<file path="config.mk">
export PLATFORM = sky130hd
export DESIGN_NAME = fourbits_restoring_divider
export DESIGN_NICKNAME = d
export VERILOG_FILES = /design/src/rtl/fourbits_restoring_divider.sv
export SDC_FILE = /design/constraint.sdc
export NUM_CORES = 1
export LEC_CHECK = 0
export BUFFER_PORTS_ARGS = -buffer_cell sky130_fd_sc_hd__clkbuf_2
export CORE_MARGIN = 1.5
export CORE_UTILIZATION = 55
export DETAILED_ROUTE_END_ITERATION = 8
export GPL_ROUTABILITY_DRIVEN = 0
export HOLD_SLACK_MARGIN = 0.06
export PLACE_DENSITY = 0.78
export SLEW_MARGIN = 20
export SYNTH_ARGS = -nofsm -noshare
export SYNTH_HDL_FRONTEND = slang
export SYNTH_SLANG_ARGS = --single-unit
</file>
<file path="constraint.sdc">
create_clock -name clk -period 2.84 [get_ports clk]
set_clock_uncertainty 0.15 [all_clocks]
set_input_delay 0.142 -clock clk [delete_from_list [all_inputs] [get_ports clk]]
set_output_delay 0.142 -clock clk [all_outputs]
set_load 0.01 [all_outputs]
</file>
<file path="src/rtl/fourbits_restoring_divider.sv">
// rtl/fourbits_restoring_divider.sv - sequential unsigned restoring divider, one quotient bit per clock
// Valid/ready request in, valid/ready result out; b==0 short-circuits to a flagged result.
module fourbits_restoring_divider #(
   parameter int WIDTH = 4
) (
   input  logic             clk,
   input  logic             rst_n,
   input  logic             in_valid,
   output logic             in_ready,
   input  logic [WIDTH-1:0] a,
   input  logic [WIDTH-1:0] b,
   output logic             out_valid,
   input  logic             out_ready,
   output logic [WIDTH-1:0] quotient,
   output logic [WIDTH-1:0] remainder,
   output logic             div_by_zero
);

   localparam int CW = (WIDTH > 2) ? $clog2(WIDTH) : 1;

   typedef enum logic [1:0] {
      IDLE = 2'd0,
      CALC = 2'd1,
      DONE = 2'd2
   } state_t;

   state_t           state_q, state_d;
   logic [WIDTH-1:0] r_q, r_d;
   logic [WIDTH-1:0] q_q, q_d;
   logic [WIDTH-1:0] b_q, b_d;
   logic [CW-1:0]    cnt_q, cnt_d;
   logic [WIDTH-1:0] quotient_q, quotient_d;
   logic [WIDTH-1:0] remainder_q, remainder_d;
   logic             dbz_q, dbz_d;

   // A restored remainder is always below b, so R only needs WIDTH bits between
   // steps; the shifted partial remainder and the trial difference carry WIDTH+1.
   logic [WIDTH:0]   r_shift;
   logic [WIDTH:0]   diff;
   logic             borrow;
   logic [WIDTH-1:0] r_next;
   logic [WIDTH-1:0] q_next;

   assign r_shift = {r_q, q_q[WIDTH-1]};
   assign diff    = r_shift + {1'b1, ~b_q} + {{WIDTH{1'b0}}, 1'b1};
   assign borrow  = diff[WIDTH];
   assign r_next  = borrow ? r_shift[WIDTH-1:0] : diff[WIDTH-1:0];
   assign q_next  = {q_q[WIDTH-2:0], ~borrow};

   always_comb begin
      state_d     = state_q;
      r_d         = r_q;
      q_d         = q_q;
      b_d         = b_q;
      cnt_d       = cnt_q;
      quotient_d  = quotient_q;
      remainder_d = remainder_q;
      dbz_d       = dbz_q;
      case (state_q)
         IDLE: begin
            if (in_valid) begin
               b_d   = b;
               q_d   = a;
               r_d   = '0;
               cnt_d = '0;
               if (b != '0) begin
                  state_d = CALC;
               end else begin
                  state_d     = DONE;
                  quotient_d  = '1;
                  remainder_d = a;
                  dbz_d       = 1'b1;
               end
            end
         end
         CALC: begin
            r_d   = r_next;
            q_d   = q_next;
            cnt_d = cnt_q + CW'(1);
            if (cnt_q == CW'(WIDTH - 1)) begin
               state_d     = DONE;
               quotient_d  = q_next;
               remainder_d = r_next;
               dbz_d       = 1'b0;
            end
         end
         DONE: begin
            if (out_ready) begin
               state_d = IDLE;
            end
         end
         default: state_d = IDLE;
      endcase
   end

   always_ff @(posedge clk or negedge rst_n) begin
      if (!rst_n) begin
         state_q     <= IDLE;
         r_q         <= '0;
         q_q         <= '0;
         b_q         <= '0;
         cnt_q       <= '0;
         quotient_q  <= '0;
         remainder_q <= '0;
         dbz_q       <= 1'b0;
      end else begin
         state_q     <= state_d;
         r_q         <= r_d;
         q_q         <= q_d;
         b_q         <= b_d;
         cnt_q       <= cnt_d;
         quotient_q  <= quotient_d;
         remainder_q <= remainder_d;
         dbz_q       <= dbz_d;
      end
   end

   assign in_ready    = (state_q == IDLE);
   assign out_valid   = (state_q == DONE);
   assign quotient    = quotient_q;
   assign remainder   = remainder_q;
   assign div_by_zero = dbz_q;

endmodule

</file>
-- Yosys cells after proc, flatten, opt, wreduce, memory -nomap -nowiden
Index checks and enable logic that the tools add are counted.
- register bits after elaboration: 25
- latch bits: 0
- memory bits (writable): 0
- bits in read-only memories: 0
- input bits: 12
- output and inout bits: 11
- logic and storage cells: 51
- memories: 0
- add/subtract/negate cells: 3
- multipliers: 0
- divide/modulo/power cells: 0
- $lt $le $gt $ge: 0
- eq/ne operators: 7
- shift operators: 0
- multiplexer cells: 24
- bitwise gates (word level): 2
- reduce and logical (&&, ||, !) cells: 7
- operator list (operator ; count):
    4-bit two-way mux ; 9
    4-bit one-hot mux with 2 select lines ; 4
    2-bit two-way mux ; 5
    2-bit != test (second input constant) ; 3
    2-bit one-hot mux with 3 select lines ; 1
    5-bit by 1-bit adder with 5-bit output (second input constant) ; 1
    5-bit adder ; 1
    2-bit == test (second input constant) ; 2
    4-bit NOT ; 1
    2-bit one-hot mux with 2 select lines ; 1
    2-bit AND reduction ; 2
    4-bit AND reduction ; 1
    4-bit nonzero test ; 1
    1-bit two-way mux ; 3
    3-bit AND reduction ; 1
    2-bit by 1-bit adder with 2-bit output (second input constant) ; 1
    2-bit by 1-bit == test with 1-bit output (second input constant) ; 1
    2-bit zero test ; 1
    2-bit by 1-bit != test with 1-bit output (second input constant) ; 1
    1-bit one-hot mux with 2 select lines ; 1
    2-bit nonzero test ; 1
    1-bit NOT ; 1

-- Depth between registers and ports, before layout
- depth after elaboration: 6
- gate-level depth with buffers: 8
- depth with buffers taken out: 8

-- Least setup slack after synthesis
Ideal clock, no wire load.
- path type: register to register
- start: reg q_q[3]
- end: reg remainder_q[2] (netlist: remainder[2])
- setup time: 0.131 ns
- arrival: 1.795 ns
- required time: 2.559 ns
- path slack: 0.763 ns
- cell stages (with the launch flop): 9
- path buffers: 0
- clock period less this slack: 2.077 ns
- path through: dfrtp_1 inv_1 ha_1 fa_1 nand2b_1 o2bb2ai_4 and4b_1 nor3_1 a21oi_1
- longest elaborated chain between the ends: 5
- RTL lines (element ; line ; RTL):
    start, declared ; 29 ; logic [WIDTH-1:0] q_q, q_d;
    start signal, assigned ; 109 ; q_q <= q_d;
    5-bit adder ; 45 ; assign diff = r_shift + {1'b1, ~b_q} + {{WIDTH{1'b0}}, 1'b1};
    5-bit by 1-bit adder with 5-bit output ; 45 ;
    4-bit two-way mux ; 47 ; assign r_next = borrow ? r_shift[WIDTH-1:0] : diff[WIDTH-1:0];
    4-bit two-way mux ; 80 ; if (cnt_q == CW'(WIDTH - 1)) begin
    4-bit one-hot mux with 2 select lines ; 59 ; case (state_q)
    end signal, assigned ; 113 ; remainder_q <= remainder_d;
    end, declared ; 33 ; logic [WIDTH-1:0] remainder_q, remainder_d;
No other way between the ends. The select of a mux whose other input is x is not followed.
A chain may end at the register's enable or synchronous reset.

-- Worst setup path in the final report
- start: reg q_q[3]
- end: reg remainder_q[3] (netlist: remainder[3])
The elaborated chain is that of the path after synthesis.

==> results.tsv <==
metric	value	unit
drt via density	5.40	
Post-synth EDFFs	0	
WS Path Type	reg2reg	
WL/cell	14.1	um
Longest Clk Path Bufs	2	
most frequent CP cell	nand2b_1	
Tot Pwr	1.88	mW
pins over their slew limit	0	
run status	completed	
vias	1123	
worst skew pair latency	0.31	ns
chip width	53.2	um
syn nets	165	
final cell count without fillers	208	
vias in the first global route	1049	
top post-synthesis cells by area	dfrtp_1 (45%), nand2_1 (5.1%), ha_1 (4.5%)	
Tot GR Track Use	22.6	%
Post-CTS Setup Inserts	0	
slew at the pin closest to its max-slew limit	0.739	ns
clock transition at the registers of the reported paths	0.14	ns
crit path cell chain	inv_1 > ha_1 > fa_1 > nand2b_1 > o2bb2ai_4 > xnor2_2 > nand2b_1 > a31oi_1	
initial antenna violation count	0	
area leader, netlist	dfrtp_1	
Final setup viols	0	
CTS tree	built	
layout cells sized above 1	19.7	%
most frequent cell after synthesis	dfrtp_1	
CP max stage cell	fa_1	
dpl cells	193	
Routed Antenna Nets	0	
r2r setup slk	0.61	ns
max_cap viols	0	
Post-Synth Simple-Gate Area	22.2	%
Sink Count	25	
WP buf/inv	1	
final net count	197	
cells after synthesis	147	
final hold vios	0	
PwrDens	1150	mW/mm2
CTS Root Cell	clkbuf_4	
XOR/XNOR Fraction of Synth Area	2.44	%
Avg Inst Size Synth	9.43	um2
endpoint class of the critical path	flip-flop	
area grow syn2layout	18.0	%
Netlist cell types	38	
WP data required	2.94	ns
largest net degree at the start of global routing	26	
row count	18	
Routed Wire Length	2930	um
worst r2r src	q_q[3]	
Post-synth top cells	dfrtp_1 (25), nand2_1 (19), nor2_1 (16), o21ai_0 (12), nand3_1 (8)	
Reg-to-Reg End	remainder[3]	
Starting Density	57.0	%
post-route cell area	0.00164	mm2
crit-path max FO	8	
Synth Flop Type	dfrtp_1	
H-tree Lvls	1	
Residual DRC	0	
WP depth	8	
num ports	23	
Synth Area in Compound Gates	14.9	%
crit-path max cell delay	0.41	ns
Synth top area share	45.1	%
hold crit path type	in2async	
number of DRC markers in iteration 0	24	
post-synthesis sequential area ratio	45.1	%
Num CTS Buffers	3	
Port-buffer cells	22	
crit path DAT	2.33	ns
worst r2r path cells	8	
core area	0.00243	mm2
Yosys warning total	0	
Ant. Diodes	0	
Remaining Overflow, GRT	0	
Pleak	0.763	nW
synthesized flop and latch total	25	
Crit path max-delay family	adder cells	
first-pass GRT wire length	4710	um
HPWL Detailed	2050	um
largest family of logic cells by synthesized area	simple AND/OR/NAND/NOR gates	
post-cts sizing count	0	
dpl cell area	0.00150	mm2
Max-slew headroom	50.7	%
final hold slack	0.204	ns
Post-synth ARST share	100	%
Die Ht	53.2	um
min Tclk post-route	2.23	ns
fmax	449	MHz
drt pass-1 iters	4	
RSZ-0062 raised after global routing	no	
Post-Synth Adder-Cell Area	5.96	%
mux contribution to synthesized area	4.60	%
CP startpoint kind	flip-flop	
die area	0.00283	mm2
Final Cycle Share	78.4	%
TNS Setup	0	ns
maximum VDD drop	0.633	mV
synthesized area	0.00139	mm2
-- layout make-up --
cell class | instances | area, um2
fill | 208 | 797
tap | 30 | 37.5
sequential | 25 | 626
multi-input combinational | 109 | 694
timing repair buffer | 34 | 228
clock inverter | 1 | 5.00
inverter | 6 | 22.5
clock buffer | 3 | 22.5
-- worst reg2reg max path, cell delays in order (launching register included) --
cell       delay, ns
dfrtp_1         0.39
inv_1           0.06
ha_1            0.22
fa_1            0.41
nand2b_1        0.20
o2bb2ai_4       0.20
xnor2_2         0.19
nand2b_1        0.19
a31oi_1         0.16
-- power breakdown --
part	switching [mW]	internal, mW	total (mW)
logic	0.604	0.463	1.07
clock network	0.109	0.0527	0.162
registers	0.131	0.522	0.653
-- worst max-delay path by stage --
stage | start | endpoint | slack, ns
2_1_floorplan | q_q[3] | remainder[2] | 0.76
3_3_place_gp | q_q[3] | remainder[2] | 0.70
3_5_place_dp | q_q[3] | remainder[2] | 0.64
4_1_cts | q_q[3] | r_q[3] | 0.62
5_1_grt | q_q[3] | remainder[3] | 0.45
6_report | q_q[3] | remainder[3] | 0.61
-- kinds of logic (layout without fill, tap and decap cells) --
group           count (synthesis)  in the layout
buf+inv                        13             44
xor+xnor                        3              3
compound gates                 31             31
flops                          25             25
fa+ha+maj                       6              6
simple gates                   63             63
mux                             6              6
-- per-stage QoR --
stage / utilization [%] / setup slack (ns)
after floorplan: - / 0.763
after global routing: 67.2 / 0.445
after detailed placement: 61.6 / 0.644
final: 67.2 / 0.615
after CTS: 67.2 / 0.622
after global placement: 61.6 / 0.703
-- per-layer routing --
layer | GRT usage (%) | routed length (um) | vias to the layer above | part of all wire, %
met5 | 0 | 0 | - | 0
met3 | 3.39 | 106 | 4 | 3.6
met1 | 29.5 | 1340 | 529 | 46
li1 | - | - | 566 | -
met4 | 5.13 | 21 | 0 | 0.72
met2 | 38.9 | 1460 | 24 | 50
-- cells in the final DEF (no fill, tap or decap), types with 2 or more instances in the layout --
cell type      synthesis  routed
dfrtp_1               25      25
clkbuf_2               0      22
nand2_1               19      19
nor2_1                16      16
o21ai_0               12      12
dlygate4sd3_1          0      11
nand3_1                8       8
inv_1                  6       6
ha_1                   5       5
nor3_1                 4       4
a21oi_1                4       4
nand2b_1               3       3
o21ai_1                3       3
mux2i_1                3       3
or3_1                  3       3
mux2_2                 3       3
a31oi_1                3       3
clkbuf_4               0       3
a21o_1                 2       2
nor3b_1                2       2
o211ai_1               2       2
-- flip-flops by register name, summed over array words and instances, names as in the netlist --
name	count
state_q	2
cnt_q	2
b_q	4
remainder	4
q_q	4
r_q	4
quotient	4
div_by_zero	1
-- what timing repair did --
action | in CTS | in global routing
endpoints found under the setup margin | 0 | 0
endpoints found under the hold margin | 37 | 0
hold buffers | 11 | 0
(Power assumes the default switching activity.)
